===== src/rtl/execute_div.sv =====
// Multi-cycle restoring radix-2 divider (DIV/DIVU), one quotient bit per cycle plus a sign-fix cycle.
// Optional macro DIV_ZERO_FAST_EN: a zero divisor skips the iteration and goes straight to the fix cycle.
module execute_div #(
   parameter int WIDTH = 32
) (
   input  logic               clk,
   input  logic               resetn,
   input  logic               valid,
   input  logic               is_signed,
   input  logic [WIDTH-1:0]   a,
   input  logic [WIDTH-1:0]   b,
   output logic               done,
   output logic [2*WIDTH-1:0] c
);

   localparam int CW = $clog2(WIDTH + 1);

   typedef enum logic [1:0] {IDLE, DOING, FIX} state_t;

   state_t           state, state_next;
   logic [CW-1:0]    count;
   logic [WIDTH-1:0] rem, quo, ub, ua;
   logic             neg_q, neg_r;
   logic             accept, zero_fast;
   logic [WIDTH:0]   rem_sh;
   logic             ge;
   logic [WIDTH-1:0] rem_step, quo_step;

   function automatic logic [WIDTH-1:0] abs_val(input logic [WIDTH-1:0] x, input logic en);
      return (en && x[WIDTH-1]) ? -x : x;
   endfunction

   function automatic logic [WIDTH-1:0] sign_fix(input logic [WIDTH-1:0] x, input logic neg);
      return neg ? -x : x;
   endfunction

   assign accept = (state == IDLE) && valid;
   assign ua     = abs_val(a, is_signed);
   assign done   = (state == IDLE);

`ifdef DIV_ZERO_FAST_EN
   assign zero_fast = (b == '0);
`else
   assign zero_fast = 1'b0;
`endif

   always_ff @(posedge clk) begin
      if (!resetn) state <= IDLE;
      else         state <= state_next;
   end

   always_comb begin
      state_next = state;
      case (state)
         IDLE:    if (valid) state_next = zero_fast ? FIX : DOING;
         DOING:   if (count == CW'(1)) state_next = FIX;
         FIX:     state_next = IDLE;
         default: state_next = IDLE;
      endcase
   end

   // Remainder never exceeds ub after a step, so the subtract fits in WIDTH bits.
   always_comb begin
      rem_sh   = {rem, quo[WIDTH-1]};
      ge       = rem_sh >= {1'b0, ub};
      rem_step = ge ? (rem_sh[WIDTH-1:0] - ub) : rem_sh[WIDTH-1:0];
      quo_step = {quo[WIDTH-2:0], ge};
   end

   always_ff @(posedge clk) begin
      if (accept) begin
         ub    <= abs_val(b, is_signed);
         neg_q <= is_signed & (a[WIDTH-1] ^ b[WIDTH-1]);
         neg_r <= is_signed & a[WIDTH-1];
         count <= CW'(WIDTH);
         if (zero_fast) begin
            rem <= ua;
            quo <= '1;
         end else begin
            rem <= '0;
            quo <= ua;
         end
      end else if (state == DOING) begin
         rem   <= rem_step;
         quo   <= quo_step;
         count <= count - CW'(1);
      end
   end

   // Only the fix edge publishes a result; a reset before it leaves c cleared.
   always_ff @(posedge clk) begin
      if (!resetn)            c <= '0;
      else if (state == FIX)  c <= {sign_fix(rem, neg_r), sign_fix(quo, neg_q)};
   end

endmodule


===== config.mk =====
export PLATFORM = sky130hd
export DESIGN_NAME = execute_div
export DESIGN_NICKNAME = d
export VERILOG_FILES = /design/src/rtl/execute_div.sv
export SDC_FILE = /design/constraint.sdc
export NUM_CORES = 1
export LEC_CHECK = 0
export ABC_AREA = 1
export BUFFER_PORTS_ARGS = -buffer_cell sky130_fd_sc_hd__buf_2
export CORE_MARGIN = 2
export CORE_UTILIZATION = 25
export DETAILED_ROUTE_END_ITERATION = 10
export GPL_TIMING_DRIVEN = 0
export PLACE_DENSITY = 0.38
export SYNTH_ARGS = -nofsm -noshare
export SYNTH_HDL_FRONTEND = slang
export SYNTH_SLANG_ARGS = --single-unit

===== constraint.sdc =====
create_clock -name clk -period 3.7 [get_ports clk]
set_input_delay 0.74 -clock clk [delete_from_list [all_inputs] [get_ports clk]]
set_output_delay 0.74 -clock clk [all_outputs]
set_load 0.02 [all_outputs]

==> results of run 1 <==
==> logic make-up after synthesis <==
family	count (synthesis)	synth area share, %
AND/OR/NAND/NOR	1072	36.5
XOR/XNOR	88	6.14
flip-flops	170	32.4
buffers and inverters	374	11.5
AO/OA/AOI/OAI	219	9.59
adder cells (fa/ha/maj)	39	3.95
==> tightest hold or removal path, cell delays in order (launching register included) <==
cell,delay [ns]
dfxtp_1,0.32
nand2_1,0.06
nand2_1,0.04
==> registers in the layout, summed over array words and instances (netlist names) <==
| register | flops |
|---|---|
| state | 2 |
| count | 6 |
| rem | 32 |
| c | 64 |
| quo | 32 |
| neg_q | 1 |
| neg_r | 1 |
| ub | 32 |
==> report_power, final <==
group / switching [W] / internal, W / total [W]
Clock: 0.000916 / 0.000926 / 0.00184
Combinational: 0.00337 / 0.00164 / 0.00501
Sequential: 0.000504 / 0.00231 / 0.00282
==> layout make-up <==
cell class | count | area (um^2)
fill | 5738 | 35200
multi-input combinational | 1418 | 7050
sequential | 170 | 4060
inverter | 318 | 1190
tap | 672 | 841
timing repair buffer | 134 | 701
clock buffer | 18 | 450
buffer | 56 | 249
clock inverter | 14 | 123
==> worst max-delay path by stage <==
stage / start / to / slack [ns] / cells after the start
final: rem[22] / quo[0] / 1.16 / 14
after CTS: state[0] / quo[1] / 0.99 / 4
after global placement: valid / quo[21] / 0.04 / 6
after global routing: rem[21] / quo[0] / 0.95 / 14
after detailed placement: valid / quo[1] / 0.69 / 5
after floorplan: valid / quo[29] / 1.14 / 4
==> through the flow <==
stage | power [W] | instance area [um^2] | hold slack, ns
detailed placement | 0.00789 | 14100 | 0.464
finish | 0.00967 | 14700 | 0.473
global route | 0.0106 | 14700 | 0.487
global placement | 0.00789 | 14100 | 0.462
floorplan | 0.00625 | 12600 | 0.444
CTS | 0.00979 | 14600 | 0.454
==> routing by layer <==
| metal | up-vias | wire (um) | global-route usage [%] |
|---|---|---|---|
| met5 | - | 13 | 0 |
| met4 | 2 | 795 | 4.94 |
| met3 | 39 | 1610 | 3.29 |
| met2 | 191 | 22500 | 31.6 |
| met1 | 5792 | 22400 | 24.0 |
| li1 | 6540 | - | - |
==> placed cells by master (no fill, tap or decap), types with 27 or more instances in the layout <==
| cell | Yosys | final |
|---|---|---|
| nand2_1 | 566 | 566 |
| inv_1 | 309 | 308 |
| nor2_1 | 220 | 220 |
| nand3_1 | 168 | 168 |
| buf_2 | 9 | 141 |
| o21ai_0 | 105 | 105 |
| dfxtp_1 | 104 | 104 |
| a21oi_1 | 70 | 70 |
| edfxtp_1 | 66 | 66 |
| xor2_1 | 61 | 61 |
| clkbuf_1 | 43 | 42 |
| ha_1 | 38 | 38 |
| nand4_1 | 29 | 29 |
| xnor2_1 | 27 | 27 |
==> reports/qor.yml, run 1 <==
run_status:
  status: "finished, final reports clean"
sta:
  tightest_slew_ns: 0.795
  setup_slack_ns: 1.16
  tns_ns: 0
  min_period_over_period_pct: 68.6
  fin_skew_ns: 0.0183
  finalHoldViolCount: 0
  fmax_mhz: 394
  post-route-min-period_ns: 2.54
  timing.slew.headroom_pct: 47.0
  setup_viol: 0
  slew_violations: 0
  rsz0062_at_grt: "false"
routing:
  num_vias: 12564
  wire_per_inst_um: 16.9
  drtIter0Drc: 822
  ant_nets: 0
  vias_per_cell: 4.49
  drc: 0
  wl_um: 47300
  firstDrtPassIters: 5
setup_path:
  cp-start-kind: "flop"
  crit_arrival_ns: 2.76
  path_max_fanout: 10
  worstPathRequired_ns: 3.92
  crit_family: "simple AND/OR/NAND/NOR gates"
  ff2ff_setup_slack_ns: 1.16
  worstReg2RegStart: "rem[22]"
  end_kind: "flop"
  path_common_cell: "nand2_1"
  timing.rr.end: "quo[0]"
  crit_chain: "ha_1, nand2_1, inv_1, nand2_1, nand2_1, inv_1, nand2_1, nand2_1, nand2_1, a21oi_4, nand2_4, buf_6, nand2_1, o21ai_1"
  worst_path_largest_cell_delay_ns: 0.53
  r2r_cells: 14
  cpMaxStageDelayCell: "dfxtp_1"
  path_class: "flop to flop"
  crit_buf_inv: 3
clocking:
  cts_tree: "built"
  ctsHoldBuffers: 0
  clockBufferDepth: 2
  ctsHtreeMaxLevel: 4
  root_buffer: "clkbuf_16"
  clkLatencyLatePin_ns: 0.50
  cts_buffers: 17
  cts_resized: 0
  postCtsSetupRepairBufs: 0
  clkTransAtPathRegs_ns: 0.07
  clkSinkCount: 170
synth:
  synth-seq-cells: 170
  yosys-top-cells-count: "566 x nand2_1, 309 x inv_1, 220 x nor2_1"
  synth_warnings: 0
  async_reset_ff_share_pct: 0
  ys_seq_area_share_pct: 32.4
  synth_fp_nets: 2069
  yosysUniqueCellTypes: 49
  synth_edf_count: 66
  synth_cells: 1962
  syn_area_per_cell_um2: 6.40
  syn_area_um2: 12600
  yosysTopAreaCell: "nand2_1"
  yosysMostFrequentCell: "nand2_1"
  synthFlopType: "dfxtp_1"
  synth.area.top_cells: "nand2_1 17%, dfxtp_1 17%, edfxtp_1 16%"
  synth_top_area_share_pct: 16.9
global_route:
  grt.total_usage_pct: 18.5
  grt_pass1_vias: 12577
  grt_pass1_wl_um: 73400
  antenna_found_initial: 1
  grt-ovfl-total: 0
  grt_max_degree: 36
finish:
  drive_gt1_share_pct: 10.8
  antenna_cells: 0
  layout.nets: 2222
  fin_util_pct: 29.4
  layoutNonFillerInstCount: 2800
  area_growth_pct: 16.9
job:
  drv_cap: 0
floorplanning:
  die-width_um: 228
  fp.dieH_um: 228
  ioPinCount: 133
  rows: 82
  initial_utilization_pct: 25.2
  dieArea_um2: 52000
  core-area_um2: 49900
placement:
  gp_congestion: 0.883
  dp_hpwl_um: 39300
  place_ws_ns: 0.686
  portBuffers: 132
  dp.cells: 2767
pwr:
  p_leak_nw: 7.44
  powerDensity_nw_per_um2: 659
  ir_drop_uv: 259
worst_hold_path:
  min_from: "rem[31]"
  hold_path.class: "flop to flop"
  hold_path_end: "rem[31]"
  hold_depth: 2
No activity file was read; power rests on OpenSTA's default activity.
==> run 2, diff against run 1 <==
clock period = 2.7 ns   (was 3.7 ns; I/O delays follow)
==> run 2 against run 1 <==
Hold slack worse by 0.17 ns; fmax up 3.2%; clock-buffer cell count unchanged; die area unchanged; first-iteration DRC count down 0.24%; clock skew up 0.0012 ns; power up 37%; worst setup slack worse by 0.92 ns; final area up 0.14%; critical path depth up 1; register-to-register slack worse by 0.92 ns; non-clock buffer count up 2; critical path type unchanged; critical endpoint unchanged; highest routed layer unchanged.
==> reports/qor.yml, run 2 (same netlist as run 1, synthesis figures left out) <==
setup_path:
  cp-start-kind: "flop"
  crit_arrival_ns: 2.68  # -0.08 ns
  worst_path_largest_cell_delay_ns: 0.48  # -0.05 ns
  ff2ff_setup_slack_ns: 0.24  # -0.92 ns
  worstPathRequired_ns: 2.92  # -1.00 ns
  end_kind: "flop"
  crit_chain: "ha_1, buf_2, nand2_1, nor2_1, nand2_1, nand3_2, nand2_2, nand2_4, nand2_4, nand2_4, nand2_4, nand2_4, buf_6, nand2_1, o21ai_1"
  path_max_fanout: 10  # unchanged
  cpMaxStageDelayCell: "dfxtp_1"
  path_common_cell: "nand2_4"
  path_class: "flop to flop"
clocking:
  clkSinkCount: 170  # unchanged
  clkTransAtPathRegs_ns: 0.07  # about the same
  clockBufferDepth: 2  # unchanged
  clkLatencyLatePin_ns: 0.49  # about the same
  cts_tree: "built"
  root_buffer: "clkbuf_16"
  cts_buffers: 17  # unchanged
  ctsHoldBuffers: 0  # unchanged
  ctsHtreeMaxLevel: 4  # unchanged
pwr:
  ir_drop_uv: 351  # +36%
  power_frac_clock_pct: 19.0  # about the same
  netSwitchingPower_w: 0.00657  # +37%
  p_int_w: 0.00672  # +38%
  powerDensity_nw_per_um2: 905  # +37%
  p_leak_nw: 7.45  # +0.14%
  switching_share_pct: 49.4  # -0.17 points
  seqPwrFrac_pct: 29.1  # about the same
  pwr-share-comb_pct: 51.9  # about the same
  total_power_w: 0.0133  # +37%
routing:
  firstDrtPassIters: 5  # unchanged
  wl_um: 47300  # about the same
  wire_per_inst_um: 16.9  # about the same
  drtIter0Drc: 820  # -0.24%
  ant_nets: 0  # unchanged
  drc: 0  # unchanged
  num_vias: 12609  # +0.36%
  vias_per_cell: 4.50  # +0.29%
global_route:
  antenna_found_initial: 1  # unchanged
  grt-ovfl-total: 0  # unchanged
  grt.total_usage_pct: 18.5  # unchanged
  grt_max_degree: 36  # unchanged
  grt_pass1_vias: 12576  # -0.0080%
  grt_pass1_wl_um: 73400  # unchanged
finish:
  regMostFlops: "c"
  area_growth_pct: 17.0
  multiInputGateArea_um2: 7050  # unchanged
  register_area_um2: 4070  # +0.12%
  nFillCells: 5736  # -0.035%
  layout.nets: 2224  # +0.090%
  layout_commonest_cell: "nand2_1"
  layout_common_cells: "566 x nand2_1, 308 x inv_1, 220 x nor2_1"
  largest_reg_flops: 64  # unchanged
  layoutNonFillerInstCount: 2802  # +0.071%
  drive_gt1_share_pct: 11.0  # +0.27 points
  postLayoutCellArea_um2: 14700  # +0.14%
  antenna_cells: 0  # unchanged
sta:
  post-route-min-period_ns: 2.46  # -0.0795 ns
  tightest_slew_ns: 0.784  # -0.0110 ns
  min_period_over_period_pct: 91.1  # +22 points
  setup_slack_ns: 0.240  # -0.921 ns
  slew_violations: 0  # unchanged
  fmax_mhz: 406  # +3.2%
  fin_skew_ns: 0.0195  # +0.00121 ns
  rsz0062_at_grt: "false"
  tns_ns: 0  # unchanged
  setup_viol: 0  # unchanged
  timing.slew.headroom_pct: 47.7  # +0.74 points
  finalHoldViolCount: 0  # unchanged
floorplanning:
  fp.dieH_um: 228  # unchanged
  dieArea_um2: 52000  # unchanged
  ioPinCount: 133  # unchanged
  core-area_um2: 49900  # unchanged
  rows: 82  # unchanged
  initial_utilization_pct: 25.2  # unchanged
  die-width_um: 228  # unchanged
placement:
  place_ws_ns: -0.114  # -0.800 ns
  dp_hpwl_um: 39300  # unchanged
  placed_area_um2: 14100  # unchanged
  dp.cells: 2767  # unchanged
  portBuffers: 132  # unchanged
  gp_congestion: 0.883  # unchanged
job:
  drv_cap: 0  # unchanged
worst_hold_path:
  hold_path.class: "input pin to flop"
run_status:
  status: "finished, final reports clean"
## run 2: worst paths after layout
kind | from | end | cells past startpoint
worst max-delay path | rem[1] | quo[0] | 15
worst min-delay path | b[0] | ub[0] | 1
worst max register to register | rem[1] | quo[0] | 15
worst min register to register | rem[31] | rem[31] | 2
## run 2: critical path: cells and delay by family (launching register included)
family	cells	cell delay, ns
AND/OR/NAND/NOR	11	1.00
adder cells (fa/ha/maj)	1	0.28
flip-flops	1	0.48
buffers and inverters	2	0.34
AO/OA/AOI/OAI	1	0.09
## run 2: layout make-up
class / instances / area share (%)
Clock buffer: 18 / 3.07
Inverter: 318 / 8.13
Timing Repair Buffer: 136 / 4.87
Multi-Input combinational cell: 1418 / 48.0
Buffer: 56 / 1.70
Clock inverter: 14 / 0.835
Tap cell: 672 / 5.72
Sequential cell: 170 / 27.7
## run 2: layer usage
metal,vias to the layer above,GRT usage (%),share of wire [%]
met2,204,31.6,48
met5,-,0,0.027
li1,6540,-,-
met4,2,4.94,1.7
met1,5824,24.0,47
met3,39,3.29,3.3
## run 2: metrics by stage
step	util, %	hold WS (ns)
global placement	28.2	0.462
CTS	29.4	0.254
detailed placement	28.2	0.464
finish	29.5	0.300
floorplan	-	0.444
global route	29.5	0.287
## run 2: repair_timing
item                                    4_1_cts  5_1_grt
buffers inserted                              0        2
resized for setup                             0        4
endpoints found under the setup margin       11        1
pin swaps                                     0        1
endpoints found under the hold margin         0        0
## run 2: power by group through the flow
stage	logic [W]	registers, W	clock network, W
final	0.00690	0.00387	0.00252
after global routing	0.00793	0.00393	0.00268
after CTS	0.00691	0.00388	0.00262
after detailed placement	0.00687	0.00394	0
after global placement	0.00687	0.00394	0
after floorplan	0.00498	0.00359	0
